<file path="src/rtl/instruction_fetch_unit_if.sv">
// Fetch-to-decode bus: memory programming port, PC input, IR handshake and PC advance pulse.
interface instruction_fetch_unit_if #(
    parameter int INSTR_WIDTH = 16,
    parameter int ADDR_WIDTH  = 4
);
    logic                   fetch_en;
    logic [ADDR_WIDTH-1:0]  instruction_addr;
    logic                   prog_we;
    logic [ADDR_WIDTH-1:0]  prog_addr;
    logic [INSTR_WIDTH-1:0] prog_data;
    logic                   flush;
    logic                   ir_ready;
    logic [INSTR_WIDTH-1:0] ir_data;
    logic [ADDR_WIDTH-1:0]  ir_pc;
    logic                   ir_valid;
    logic                   pc_enable;
    logic [7:0]             instr_count;

    modport master (
        output fetch_en, instruction_addr, prog_we, prog_addr, prog_data, flush, ir_ready,
        input  ir_data, ir_pc, ir_valid, pc_enable, instr_count
    );

    modport slave (
        input  fetch_en, instruction_addr, prog_we, prog_addr, prog_data, flush, ir_ready,
        output ir_data, ir_pc, ir_valid, pc_enable, instr_count
    );
endinterface

</file>
<file path="src/rtl/instruction_fetch_unit.sv">
// Fetch stage: reads instruction memory at the PC, holds the word in the IR until decode
// accepts it, then pulses pc_enable for one cycle so the PC advances.
module instruction_fetch_unit #(
    parameter int INSTR_WIDTH = 16,
    parameter int ADDR_WIDTH  = 4,
    parameter int DEPTH       = 16
) (
    input  logic                    clk,
    input  logic                    rst,
    instruction_fetch_unit_if.slave bus
);

    typedef enum logic [1:0] {
        IDLE    = 2'd0,
        FETCH   = 2'd1,
        VALID   = 2'd2,
        ADVANCE = 2'd3
    } state_t;

    state_t                 r_state;
    logic [INSTR_WIDTH-1:0] r_mem [DEPTH];
    logic [INSTR_WIDTH-1:0] r_ir_data;
    logic [ADDR_WIDTH-1:0]  r_ir_pc;
    logic                   r_ir_valid;
    logic                   r_pc_enable;
    logic [7:0]             r_instr_count;

    // Instruction memory write port; contents deliberately survive reset.
    always_ff @(posedge clk) begin
        if (bus.prog_we) begin
            r_mem[bus.prog_addr] <= bus.prog_data;
        end
    end

    // Fetch FSM; the IR read samples r_mem before any same-edge write lands.
    always_ff @(posedge clk or posedge rst) begin
        if (rst) begin
            r_state       <= IDLE;
            r_ir_data     <= {INSTR_WIDTH{1'b0}};
            r_ir_pc       <= {ADDR_WIDTH{1'b0}};
            r_ir_valid    <= 1'b0;
            r_pc_enable   <= 1'b0;
            r_instr_count <= 8'd0;
        end else if (bus.flush) begin
            r_ir_valid  <= 1'b0;
            r_pc_enable <= 1'b0;
            r_state     <= bus.fetch_en ? FETCH : IDLE;
        end else begin
            case (r_state)
                IDLE: begin
                    r_ir_valid  <= 1'b0;
                    r_pc_enable <= 1'b0;
                    if (bus.fetch_en) begin
                        r_state <= FETCH;
                    end else begin
                        r_state <= IDLE;
                    end
                end
                FETCH: begin
                    r_pc_enable <= 1'b0;
                    if (bus.fetch_en) begin
                        r_ir_data  <= r_mem[bus.instruction_addr];
                        r_ir_pc    <= bus.instruction_addr;
                        r_ir_valid <= 1'b1;
                        r_state    <= VALID;
                    end else begin
                        r_ir_valid <= 1'b0;
                        r_state    <= IDLE;
                    end
                end
                VALID: begin
                    // fetch_en is ignored here: a presented instruction is never dropped.
                    if (bus.ir_ready) begin
                        r_ir_valid    <= 1'b0;
                        r_pc_enable   <= 1'b1;
                        r_instr_count <= r_instr_count + 8'd1;
                        r_state       <= ADVANCE;
                    end else begin
                        r_ir_valid  <= 1'b1;
                        r_pc_enable <= 1'b0;
                        r_state     <= VALID;
                    end
                end
                ADVANCE: begin
                    r_ir_valid  <= 1'b0;
                    r_pc_enable <= 1'b0;
                    r_state     <= bus.fetch_en ? FETCH : IDLE;
                end
                default: begin
                    r_ir_valid  <= 1'b0;
                    r_pc_enable <= 1'b0;
                    r_state     <= IDLE;
                end
            endcase
        end
    end

    assign bus.ir_data     = r_ir_data;
    assign bus.ir_pc       = r_ir_pc;
    assign bus.ir_valid    = r_ir_valid;
    assign bus.pc_enable   = r_pc_enable;
    assign bus.instr_count = r_instr_count;

endmodule
</file>
<file path="src/flat_wrapper.sv">
// flat-port wrapper written by rule: the top's interface ports become plain ports
module instruction_fetch_unit_flat 
#(
    parameter int INSTR_WIDTH = 16,
    parameter int ADDR_WIDTH  = 4,
    parameter int DEPTH       = 16
)
  (clk, rst, bus_fetch_en, bus_instruction_addr, bus_prog_we, bus_prog_addr, bus_prog_data, bus_flush, bus_ir_ready, bus_ir_data, bus_ir_pc, bus_ir_valid, bus_pc_enable, bus_instr_count);
  instruction_fetch_unit_if #(.INSTR_WIDTH(INSTR_WIDTH), .ADDR_WIDTH(ADDR_WIDTH)) bus_i ();
  input  logic clk;
  input  logic rst;
  input wire logic [$bits(bus_i.fetch_en)-1:0] bus_fetch_en;
  input wire logic [$bits(bus_i.instruction_addr)-1:0] bus_instruction_addr;
  input wire logic [$bits(bus_i.prog_we)-1:0] bus_prog_we;
  input wire logic [$bits(bus_i.prog_addr)-1:0] bus_prog_addr;
  input wire logic [$bits(bus_i.prog_data)-1:0] bus_prog_data;
  input wire logic [$bits(bus_i.flush)-1:0] bus_flush;
  input wire logic [$bits(bus_i.ir_ready)-1:0] bus_ir_ready;
  output wire logic [$bits(bus_i.ir_data)-1:0] bus_ir_data;
  output wire logic [$bits(bus_i.ir_pc)-1:0] bus_ir_pc;
  output wire logic [$bits(bus_i.ir_valid)-1:0] bus_ir_valid;
  output wire logic [$bits(bus_i.pc_enable)-1:0] bus_pc_enable;
  output wire logic [$bits(bus_i.instr_count)-1:0] bus_instr_count;
  assign bus_i.fetch_en = bus_fetch_en;
  assign bus_i.instruction_addr = bus_instruction_addr;
  assign bus_i.prog_we = bus_prog_we;
  assign bus_i.prog_addr = bus_prog_addr;
  assign bus_i.prog_data = bus_prog_data;
  assign bus_i.flush = bus_flush;
  assign bus_i.ir_ready = bus_ir_ready;
  assign bus_ir_data = bus_i.ir_data;
  assign bus_ir_pc = bus_i.ir_pc;
  assign bus_ir_valid = bus_i.ir_valid;
  assign bus_pc_enable = bus_i.pc_enable;
  assign bus_instr_count = bus_i.instr_count;
  instruction_fetch_unit #(.INSTR_WIDTH(INSTR_WIDTH), .ADDR_WIDTH(ADDR_WIDTH), .DEPTH(DEPTH)) u_core (.clk(clk), .rst(rst), .bus(bus_i));
endmodule
</file>
<file path="config.mk">
export PLATFORM = sky130hd
export DESIGN_NAME = instruction_fetch_unit_flat
export DESIGN_NICKNAME = d
export VERILOG_FILES = /design/src/rtl/instruction_fetch_unit_if.sv /design/src/rtl/instruction_fetch_unit.sv /design/src/flat_wrapper.sv
export SDC_FILE = /design/constraint.sdc
export NUM_CORES = 1
export LEC_CHECK = 0
export CAP_MARGIN = 20
export CORE_MARGIN = 1.5
export CORE_UTILIZATION = 60
export DETAILED_ROUTE_END_ITERATION = 8
export PLACE_DENSITY = 0.82
export SYNTH_ARGS = -nofsm -noshare
export SYNTH_HDL_FRONTEND = slang
export SYNTH_SLANG_ARGS = --single-unit
</file>
<file path="constraint.sdc">
create_clock -name clk -period 3.5 [get_ports clk]
set_input_delay 0.35 -clock clk [delete_from_list [all_inputs] [get_ports clk]]
set_output_delay 0.35 -clock clk [all_outputs]
set_load 0.05 [all_outputs]
</file>
# [Yosys cells after proc, flatten, opt, wreduce, memory -nomap -nowiden]
# Memories as Yosys holds them, arrays and structs flattened. A register that Yosys moved wholly into a read port is not among the register bits.
# Cells that the tools add are included.
# W data, S select, Z words.
[op_classes] reduce_logical=5 n_bitwise=1 muxes=14 add_sub_neg=1 n_eq_ne=3
[ops] operator="$mux W1" count=9
[ops] operator="$add A8 B1 Y8 const B" count=1
[ops] operator="$pmux W2 S3" count=1
[ops] operator="$reduce_and A3 Y1" count=2
[ops] operator="$eq A2 B2 Y1 const B" count=2
[ops] operator="$mux W2" count=2
[ops] operator="$pmux W1 S3" count=1
[ops] operator="$reduce_or A3 Y1" count=1
[ops] operator="$eq A2 B1 Y1 const B" count=1
[ops] operator="$logic_not A2 Y1" count=1
[ops] operator="$pmux W1 S2" count=1
[ops] operator="$reduce_or A2 Y1" count=1
[ops] operator="$not A1 Y1" count=1
[word_totals] out_inout_bits=30 ff_bits=16 elab_cells=30 ramBits=256 input_bits=30 memories=1
[memory_table] memory="u_core.r_mem" words=16 width=16 read_ports=1 rd_ports_with_merged_regs=1 write_ports=1 line_no="instruction_fetch_unit.sv:21" text="logic [INSTR_WIDTH-1:0] r_mem [DEPTH];"

# [Logic depth before layout (Yosys ltp)]
# Gate-level depths: netlist of the first run.
[logic_depth] depth_word=4 ltp_mapped=8 depth_no_buf=6

# [Least setup slack after synthesis of the first run]
# No wires, ideal clock.
[synth_path] path_kind="input to register" start="input bus_prog_addr[2]" end="memory u_core.r_mem[0][0], enable pin" cell_stages=2 arrival_time_ns=1.996 required_ns=3.091 path_buffers=0 setup_slack_ns=1.095 setup_ns=0.409 path_cell_list="or3b_2 > nor3_1"
[synth_rtl] element="start, declared" line_no="flat_wrapper.sv:15" text="input wire logic [$bits(bus_i.prog_addr)-1:0] bus_prog_addr;"
[synth_rtl] element="end, declared" line_no="instruction_fetch_unit.sv:21"
# No word-level cell before the write port.

# [Worst setup path after layout of the first run]
[layout_path] start="register u_core.r_instr_count[0] (netlist: u_core.bus.instr_count[0])" end="output bus_instr_count[0]"
[layout_rtl] element="start, declared" line_no="instruction_fetch_unit.sv:26" text="logic [7:0] r_instr_count;"
[layout_rtl] element="start signal, assigned" line_no="instruction_fetch_unit.sv:76" text="r_instr_count <= r_instr_count + 8'd1;"
[layout_rtl] element="end, declared" line_no="flat_wrapper.sv:23" text="output wire logic [$bits(bus_i.instr_count)-1:0] bus_instr_count;"
# No word-level cell between the ends.

==> impl_results.md, run 1 <==
* Remaining global-route overflow at 0
* Critical path's slowest cell: clkdlybuf4s50_1
* Placed cell area at 12100 sq um
* Max rail drop VDD at 0.000427 V
* Vias/cell at 6.45
* Simple-gate share of the synthesized area at 3.48%
* Router iterations before antenna repair at 9
* Outcome: complete, but fails checks
* GRT Overall Usage at 25.6%
* Cell area after layout at 13000 sq um
* IO Pins at 60
* Slew HR at 41.2%
* DIE AREA at 19400 sq um
* Clk root buf: clkbuf_16
* Layout cells sized above 1 at 19.9%
* Crit-path max cell delay at 0.83 ns
* Row count at 49
* Die Y at 139 um
* DP HPWL at 14.4 mm
* Syn nets at 579
* Nets at 672
* Synthesized area per cell at 20.5 sq um
* Clock power frac at 38.0%
* Post-route setup slack at 1.36 ns
* Core Region at 18100 sq um
* Final period utilization at 61.1%
* CP Capture Type: primary output
* TritonCTS clock tree: built
* Top-count cell post-synth: edfxtp_1
* Ys async rst share at 11.1%
* Leak Pwr at 4.53 nW
* Final hold violations at 0
* Failing checks: DRC
* Post-CTS Hold Fix Bufs at 0
* TritonCTS Sinks at 288
* Most instantiated cells after synthesis: edfxtp_1 (256), mux2i_1 (46), mux4_2 (46)
* Ys flop type: edfxtp_1
* Setup Viol. Count Final at 0
* Sequential area share after synthesis at 76.0%
* Warnings, synthesis at 0
* Sw frac at 23.8%
* Worst-Margin Slew at 0.878 ns
* Gp weighted congestion at 0.786
* Number of buffers added on ports at 59
* Synth Cell Area at 11200 sq um
* Synth Area in XOR/XNOR at 0.549%
* EDFF count, synth at 256
* Post CTS Setup Buffer Count at 0
* Antenna viol nets, final at 0
* Cell family with most CP delay: buffers and inverters
* CTS clock-pin slew for the worst setup and hold paths at 0.07 ns
* Vias in the first global route at 5928
* Total number of vias at 5717
* Drt total wl at 24.0 mm
* Synth top area share at 68.8%
* TritonCTS Buffers at 27
* Data arrival, critical path at 1.79 ns
* Critical Path Fanout Max at 4
* Worst-path cell chain: clkdlybuf4s50_1
* Bufs and invs on worst path at 1
* Compound-Gate Fraction of Synth Area at 2.47%
* Initial antenna violation count at 0
* FF-to-FF path depth at 5
* Final Max Slew Viols at 0
* H-tree depth at 1
* First-pass GRT wire length at 36.5 mm
* Diode count at 0
* Adder-cell share of the synthesized area at 0.560%
* Syn-to-layout area delta at 16.6%
* Min Tclk post-route at 2.14 ns
* Logic pwr share at 11.5%
* RSZ-0062 raised after global routing: no
* Internal power at 0.00601 W
* Worst Path Required at 3.15 ns
* Synth top area cells: edfxtp_1 (69%), mux4_2 (9.3%), dfrtp_1 (7.2%)
* Post-CTS resize count at 0
* Clock Latency Late Sink at 0.53 ns
* Power per cell area at 605 nW/um^2
* Pre-CTS setup slack at 0.900 ns
* Max Cap Violations at 0
* Flop pwr share at 50.5%
* Setup crit start kind: flip-flop
* Post-layout util at 72.0%
* Longest Clk Path Bufs at 3
* Initial Util at 61.8%
* Syn Inst Count at 544
* Kind of critical path: reg -> out
* DIE WIDTH at 139 um
* Worst Skew at 0.0138 ns
* First DRT Iteration DRCs at 708
* R2r startpoint: u_core.r_state[1]
* Post-synthesis mux area share at 15.0%
* Crit path depth at 1
* Max Fclk at 0.467 GHz
* Yosys reg bits at 288
* Worst hold path class: in -> async
* Area leader, netlist: edfxtp_1
* DR DRC count at 3
* Yosys cell types at 41
* Largest family of logic cells by synthesized area: multiplexers
* Critical path origin: u_core.bus.instr_count[0]
* Switch Pwr at 0.00187 W
* WL/cell at 27.0 um
* Post-route setup TNS at 0 ns
* Largest net degree at the start of global routing at 39
[worst reg2reg max path, cell delays in order (launching register included)]
cell,delay [ns]
dfrtp_1,0.40
inv_1,0.08
ha_1,0.22
nand3b_1,0.52
buf_4,0.43
a221o_1,0.36
[worst paths after layout]
path,end,slack [ns]
worst max register to register,u_core.bus.ir_data[12],1.38
max in group asynchronous,u_core.bus.ir_data[15],2.91
worst min register to register,u_core.bus.instr_count[7],0.48
worst min-delay path,u_core.bus.ir_data[11],0.23
min in group clk,u_core.bus.instr_count[7],0.48
worst max-delay path,bus_instr_count[0],1.36
[routing by layer]
| layer | global-route usage, % | vias to the layer above | share of wire, % |
|---|---|---|---|
| met4 | 7.28 | 0 | 1.6 |
| met1 | 36.1 | 2969 | 40 |
| li1 | - | 2405 | - |
| met5 | 0 | - | 0 |
| met2 | 42.9 | 311 | 51 |
| met3 | 3.30 | 32 | 7.1 |
[flip-flops by register name, indices dropped and copies added, names as in the netlist]
signal / count
u_core.bus.ir_pc: 4
u_core.bus.instr_count: 8
u_core.bus.ir_data: 16
u_core.r_mem: 256
u_core.bus.ir_valid: 1
u_core.r_state: 2
u_core.bus.pc_enable: 1
[power groups by stage]
| stage | clock network, W | registers, W | logic, W |
|---|---|---|---|
| final | 0.00299 | 0.00398 | 0.000908 |
| after CTS | 0.00301 | 0.00398 | 0.000911 |
| after global placement | 0 | 0.00403 | 0.000873 |
| after global routing | 0.00314 | 0.00399 | 0.000950 |
| after floorplan | 0 | 0.00431 | 0.000286 |
| after detailed placement | 0 | 0.00404 | 0.000899 |
[area by class of cell]
class,count,area (sq um)
sequential,288,8490
fill,997,5060
multi-input combinational,227,2490
timing repair buffer,89,826
clock buffer,38,787
tap,229,287
clock inverter,11,136
inverter,4,15.0
[metrics by stage]
stage / total power, W / hold WS (ns) / std cells
6_report: 0.00788 / 0.230 / 886
5_1_grt: 0.00808 / 0.283 / 886
4_1_cts: 0.00790 / 0.246 / 886
3_5_place_dp: 0.00494 / 0.468 / 837
3_3_place_gp: 0.00491 / 0.464 / 837
2_1_floorplan: 0.00459 / 0.416 / 544
[layout by cell type (no fill, tap or decap), drive strengths merged, types with 5 or more instances in the layout]
| cell | instances |
|---|---|
| edfxtp | 256 |
| clkdlybuf4s50 | 56 |
| mux4 | 52 |
| mux2i | 46 |
| clkbuf | 38 |
| buf | 33 |
| dfrtp | 32 |
| nand2 | 27 |
| nor2 | 19 |
| o221ai | 9 |
| o21ai | 7 |
| nor3 | 7 |
| clkinv | 7 |
| nand3 | 6 |
| o211ai | 6 |
| ha | 5 |
| a221oi | 5 |
| inv | 5 |
[cells by family after synthesis]
family / after synthesis
compound gates: 36
flops: 288
fa+ha+maj: 5
xor+xnor: 7
simple gates: 79
mux: 100
buf+inv: 29
(Power assumes the default switching activity.)
==> run 2: changes to the inputs <==
--- a/config.mk
+++ b/config.mk
@@ -7,9 +7,9 @@
 export LEC_CHECK = 0
 export CAP_MARGIN = 20
 export CORE_MARGIN = 1.5
-export CORE_UTILIZATION = 60
+export CORE_UTILIZATION = 54
 export DETAILED_ROUTE_END_ITERATION = 8
-export PLACE_DENSITY = 0.82
+export PLACE_DENSITY = 0.78
 export SYNTH_ARGS = -nofsm -noshare
 export SYNTH_HDL_FRONTEND = slang
 export SYNTH_SLANG_ARGS = --single-unit
==> constraint.sdc (replaced) <==
create_clock -name clk -period 1.9 [get_ports clk]
set_input_delay 0.19 -clock clk [delete_from_list [all_inputs] [get_ports clk]]
set_output_delay 0.19 -clock clk [all_outputs]
set_load 0.05 [all_outputs]
==> impl_results.md, run 2 (synthesis gave the netlist of run 1 again) <==
* Outcome: completed
* Sw frac at 23.9%
* Crit-path max cell delay at 0.81 ns
* Flop pwr share at 51.4%
* Most common cell after layout, fill and taps aside: edfxtp_1
* Final hold violations at 0
* IO Pins at 60
* FF-to-FF path depth at 5
* Cell family with most CP delay: buffers and inverters
* Power per cell area at 1080 nW/um^2
* Die Y at 147 um
* TritonCTS Buffers at 28
* Initial Util at 55.2%
* Largest net degree at the start of global routing at 36
* Worst Skew at 0.0173 ns
* Worst-Margin Slew at 0.594 ns
* DIE WIDTH at 147 um
* Final period utilization at 99.2%
* Initial antenna violation count at 0
* Logic pwr share at 11.3%
* Drt total wl at 23.6 mm
* RSZ-0062 raised after global routing: no
* DP HPWL at 14.3 mm
* Most frequent cells in the layout: edfxtp_1 (256), mux2i_1 (46), mux4_2 (46)
* Worst Path Required at 1.71 ns
* Layout cells sized above 1 at 21.1%
* Clk root buf: clkbuf_16
* Critical path's slowest cell: clkdlybuf4s50_1
* Vias in the first global route at 5923
* Setup crit start kind: flip-flop
* Slew HR at 60.3%
* Syn-to-layout area delta at 18.2%
* Max FFs per register at 256
* Clock power frac at 37.3%
* Placed cell area at 12300 sq um
* Worst-path cell chain: clkdlybuf4s50_1
* Diode count at 0
* GRT Overall Usage at 22.5%
* H-tree depth at 1
* Router iterations before antenna repair at 5
* Leak Pwr at 4.74 nW
* Data arrival, critical path at 1.69 ns
* Crit path depth at 1
* DR DRC count at 0
* Clock Latency Late Sink at 0.53 ns
* Kind of critical path: reg -> out
* Max rail drop VDD at 0.000755 V
* Vias/cell at 6.05
* Critical Path Fanout Max at 2
* Worst hold path class: in -> async
* WL/cell at 24.9 um
* Min Tclk post-route at 1.88 ns
* Antenna viol nets, final at 0
* TritonCTS Sinks at 288
* First-pass GRT wire length at 35.7 mm
* Switch Pwr at 0.00340 W
* Longest Clk Path Bufs at 3
* Gp weighted congestion at 0.787
* Fin Hold WS at 0.0639 ns
* Core Region at 20200 sq um
* Max Fclk at 0.531 GHz
* CP Capture Type: primary output
* Largest Register: u_core.r_mem
* Total number of vias at 5735
* Row count at 52
* TritonCTS clock tree: built
* CTS clock-pin slew for the worst setup and hold paths at 0.06 ns
* First DRT Iteration DRCs at 648
* Number of buffers added on ports at 59
* Internal power at 0.0108 W
* Setup Viol. Count Final at 0
* Remaining global-route overflow at 0
* Max Cap Violations at 0
* Bufs and invs on worst path at 1
* Final Max Slew Viols at 0
* Nets at 691
* Cell area after layout at 13200 sq um
* DIE AREA at 21600 sq um
-- run 2: changes by cell type in the layout (fill, tap and decap cells not counted), sizes merged --
cell	previous run	this run
dlymetal6s2s	0	5
clkbuf	38	43
inv	5	4
buf	33	51
bufinv	3	2
clkdlybuf4s50	56	30
dlygate4sd2	0	21
-- run 2: layer usage --
layer	up-vias	wire length, um	track usage [%]
met5	-	0	0
met4	0	565	7.22
met3	47	1740	2.86
met2	295	11500	36.8
met1	2951	9820	32.1
li1	2442	-	-
-- run 2: path summary, 6_finish.rpt --
check,startpoint,slack [ns],endpoint
worst max-delay path,u_core.bus.ir_pc[2],0.02,bus_ir_pc[2]
worst min-delay path,rst,0.06,u_core.bus.instr_count[1]
worst max register to register,u_core.r_state[1],0.13,u_core.bus.ir_pc[0]
worst min register to register,u_core.bus.instr_count[7],0.48,u_core.bus.instr_count[7]
max in group asynchronous,rst,1.50,u_core.bus.ir_data[14]
min in group clk,bus_instruction_addr[1],0.24,u_core.bus.ir_data[4]
-- run 2: layout make-up --
cell class,count,area (sq um)
inverters,4,15.0
flip-flops and latches,288,8490
clock buffers,43,788
fillers,1262,7030
repair buffers,107,1000
clock inverters,9,93.8
multi-input cells,227,2490
well taps,270,338
-- run 2: repair_timing --
item | in CTS | in global routing
resized for setup | 21 | 5
hold endpoints to repair | 0 | 0
buffers inserted | 0 | 0
hold buffers | 0 | 0
setup endpoints to repair | 21 | 5
-- run 2: tightest hold or removal path, stage by stage --
cell and delay (ns):
clkdlybuf4s50_1 0.39, inv_1 0.05, buf_4 0.40
-- run 2: per-stage QoR --
step / cells / utilization (%) / TNS [ns] / total power (W) / setup WS, ns
floorplan: 544 / - / 0 / 0.00846 / 0.0328
global placement: 896 / 61.0 / 0 / 0.00907 / 0.00403
detailed placement: 896 / 61.0 / -0.702 / 0.00913 / -0.0357
CTS: 948 / 65.2 / 0 / 0.0143 / 0.00122
global route: 948 / 65.3 / 0 / 0.0146 / 0.000933
finish: 948 / 65.3 / 0 / 0.0142 / 0.0151
-- run 2: power by group through the flow --
stage	Combinational, W	Clock (W)	Sequential, W
after floorplan	0.000527	0	0.00793
after global routing	0.00170	0.00561	0.00734
after detailed placement	0.00168	0	0.00744
final	0.00160	0.00531	0.00732
after global placement	0.00164	0	0.00743
after CTS	0.00162	0.00538	0.00732
==> run 3: changes to the inputs <==
--- a/config.mk
+++ b/config.mk
@@ -9,7 +9,8 @@
 export CORE_MARGIN = 1.5
 export CORE_UTILIZATION = 54
 export DETAILED_ROUTE_END_ITERATION = 8
-export PLACE_DENSITY = 0.78
+export PLACE_DENSITY = 0.86
 export SYNTH_ARGS = -nofsm -noshare
 export SYNTH_HDL_FRONTEND = slang
 export SYNTH_SLANG_ARGS = --single-unit
+export TNS_END_PERCENT = 20
==> impl_results.md, run 3 (synthesis gave the netlist of run 1 again) <==
* WL/cell at 26.5 um
* Vias in the first global route at 6177
* Critical Path Fanout Max at 1
* Max Cap Violations at 0
* Leak Pwr at 4.72 nW
* Cell area after layout at 13200 sq um
* CP Capture Type: primary output
* Critical path's slowest cell: clkdlybuf4s50_1
* Most common cell after layout, fill and taps aside: edfxtp_1
* Remaining global-route overflow at 0
* Worst-Margin Slew at 0.728 ns
* Longest Clk Path Bufs at 3
* TritonCTS clock tree: built
* Worst R2R Setup Slack at 0.15 ns
* R2R Path End: u_core.bus.ir_data[4]
* Pre-CTS setup slack at -0.00175 ns
* Post-route setup slack at 0.0717 ns
* Clock Latency Late Sink at 0.56 ns
* FF-to-FF path depth at 6
* TritonCTS Buffers at 28
* Data arrival, critical path at 1.64 ns
* DIE WIDTH at 147 um
* TritonCTS Sinks at 288
* Final period utilization at 96.2%
* Setup Viol. Count Final at 0
* Layout cells sized above 1 at 20.3%
* Placed cell area at 12400 sq um
* Slew HR at 51.3%
* CP endpoint: bus_pc_enable
* First DRT Iteration DRCs at 697
* GRT Overall Usage at 23.9%
* Worst-path cell chain: clkdlybuf4s50_1
* Total number of vias at 5845
* Largest net degree at the start of global routing at 50
* Worst hold path class: in -> async
* Outcome: completed
* Clk root buf: clkbuf_16
* Max rail drop VDD at 0.000765 V
* Worst Skew at 0.0348 ns
* Max FFs per register at 256
* Die Y at 147 um
* Nets at 688
* Fin Hold WS at 0.0571 ns
* First-pass GRT wire length at 37.6 mm
* Final Max Slew Viols at 0
* Core Region at 20200 sq um
* Crit path depth at 1
* Diode count at 0
* Initial antenna violation count at 0
* Number of buffers added on ports at 59
* Row count at 52
* IO Pins at 60
* Initial Util at 55.2%
* Power per cell area at 1060 nW/um^2
* Critical path origin: u_core.bus.pc_enable
* Kind of critical path: reg -> out
* H-tree depth at 1
* DR DRC count at 0
* Router iterations before antenna repair at 5
* Syn-to-layout area delta at 18.5%
* CTS clock-pin slew for the worst setup and hold paths at 0.07 ns
* Final hold violations at 0
* Bufs and invs on worst path at 1
* Drt total wl at 25.0 mm
* DIE AREA at 21600 sq um
* Largest Register: u_core.r_mem
* Cell family with most CP delay: buffers and inverters
* Vias/cell at 6.19
* Most frequent cells in the layout: edfxtp_1 (256), mux2i_1 (46), mux4_2 (46)
* Antenna viol nets, final at 0
* Min Tclk post-route at 1.83 ns
* Gp weighted congestion at 0.831
* R2r startpoint: u_core.r_state[1]
* Post CTS Setup Buffer Count at 0
* Max Fclk at 0.547 GHz
* DP HPWL at 14.9 mm
* Filler instances at 1250
* Crit-path max cell delay at 0.79 ns
* RSZ-0062 raised after global routing: no
* Worst Path Required at 1.71 ns
* Setup crit start kind: flip-flop
## run 3: cell types whose count changed in the layout (fill, tap and decap cells not counted), sizes merged
cell / previous run / this run
clkbuf: 43 / 47
bufinv: 2 / 0
buf: 51 / 47
dlygate4sd2: 21 / 23
clkdlybuf4s50: 30 / 28
dlygate4sd3: 0 / 1
clkinv: 7 / 5
## run 3: metal layers
layer | global-route usage, % | part of all wire, % | wire [um] | up-vias
li1 | - | - | - | 2444
met1 | 32.4 | 38 | 9510 | 2981
met2 | 39.2 | 50 | 12600 | 370
met3 | 4.94 | 9.2 | 2290 | 50
met4 | 7.98 | 2.5 | 629 | 0
met5 | 0 | 0 | 0 | -
## run 3: worst min-delay path by stage
stage,to,from
finish,u_core.bus.ir_data[6],rst
global route,u_core.bus.ir_pc[0],rst
CTS,u_core.bus.ir_pc[0],rst
detailed placement,u_core.bus.ir_data[14],u_core.bus.ir_data[14]
global placement,u_core.bus.instr_count[7],u_core.bus.instr_count[7]
floorplan,u_core.r_state[1],bus_flush
## run 3: stage by stage
stage | utilization, % | setup TNS, ns | std cells | power (W)
6_report | 65.4 | 0 | 945 | 0.0140
5_1_grt | 65.4 | 0 | 945 | 0.0144
4_1_cts | 65.3 | 0 | 945 | 0.0141
3_5_place_dp | 61.3 | -0.0131 | 892 | 0.00915
3_3_place_gp | 61.3 | 0 | 892 | 0.00908
2_1_floorplan | - | -1.42 | 544 | 0.00846
## run 3: final cells by class
type / instances / area, sq um / area share [%]
clock buffer: 47 / 792 / 5.98
clock inverter: 5 / 40.0 / 0.302
inverter: 4 / 15.0 / 0.113
multi-input combinational: 227 / 2490 / 18.8
sequential: 288 / 8490 / 64.1
tap: 270 / 338 / 2.55
timing repair buffer: 104 / 1070 / 8.12
## run 3: report_power, final
part | internal [W] | total [W] | switching, W
Clock | 0.00283 | 0.00502 | 0.00219
Combinational | 0.000551 | 0.00163 | 0.00108
Sequential | 0.00717 | 0.00733 | 0.000165
## run 3: repair_timing
| item | 4_1_cts | 5_1_grt |
|---|---|---|
| endpoints found under the setup margin | 23 | 6 |
| hold endpoints to repair | 1 | 0 |
| hold buffers | 1 | 0 |
| resized for setup | 23 | 6 |
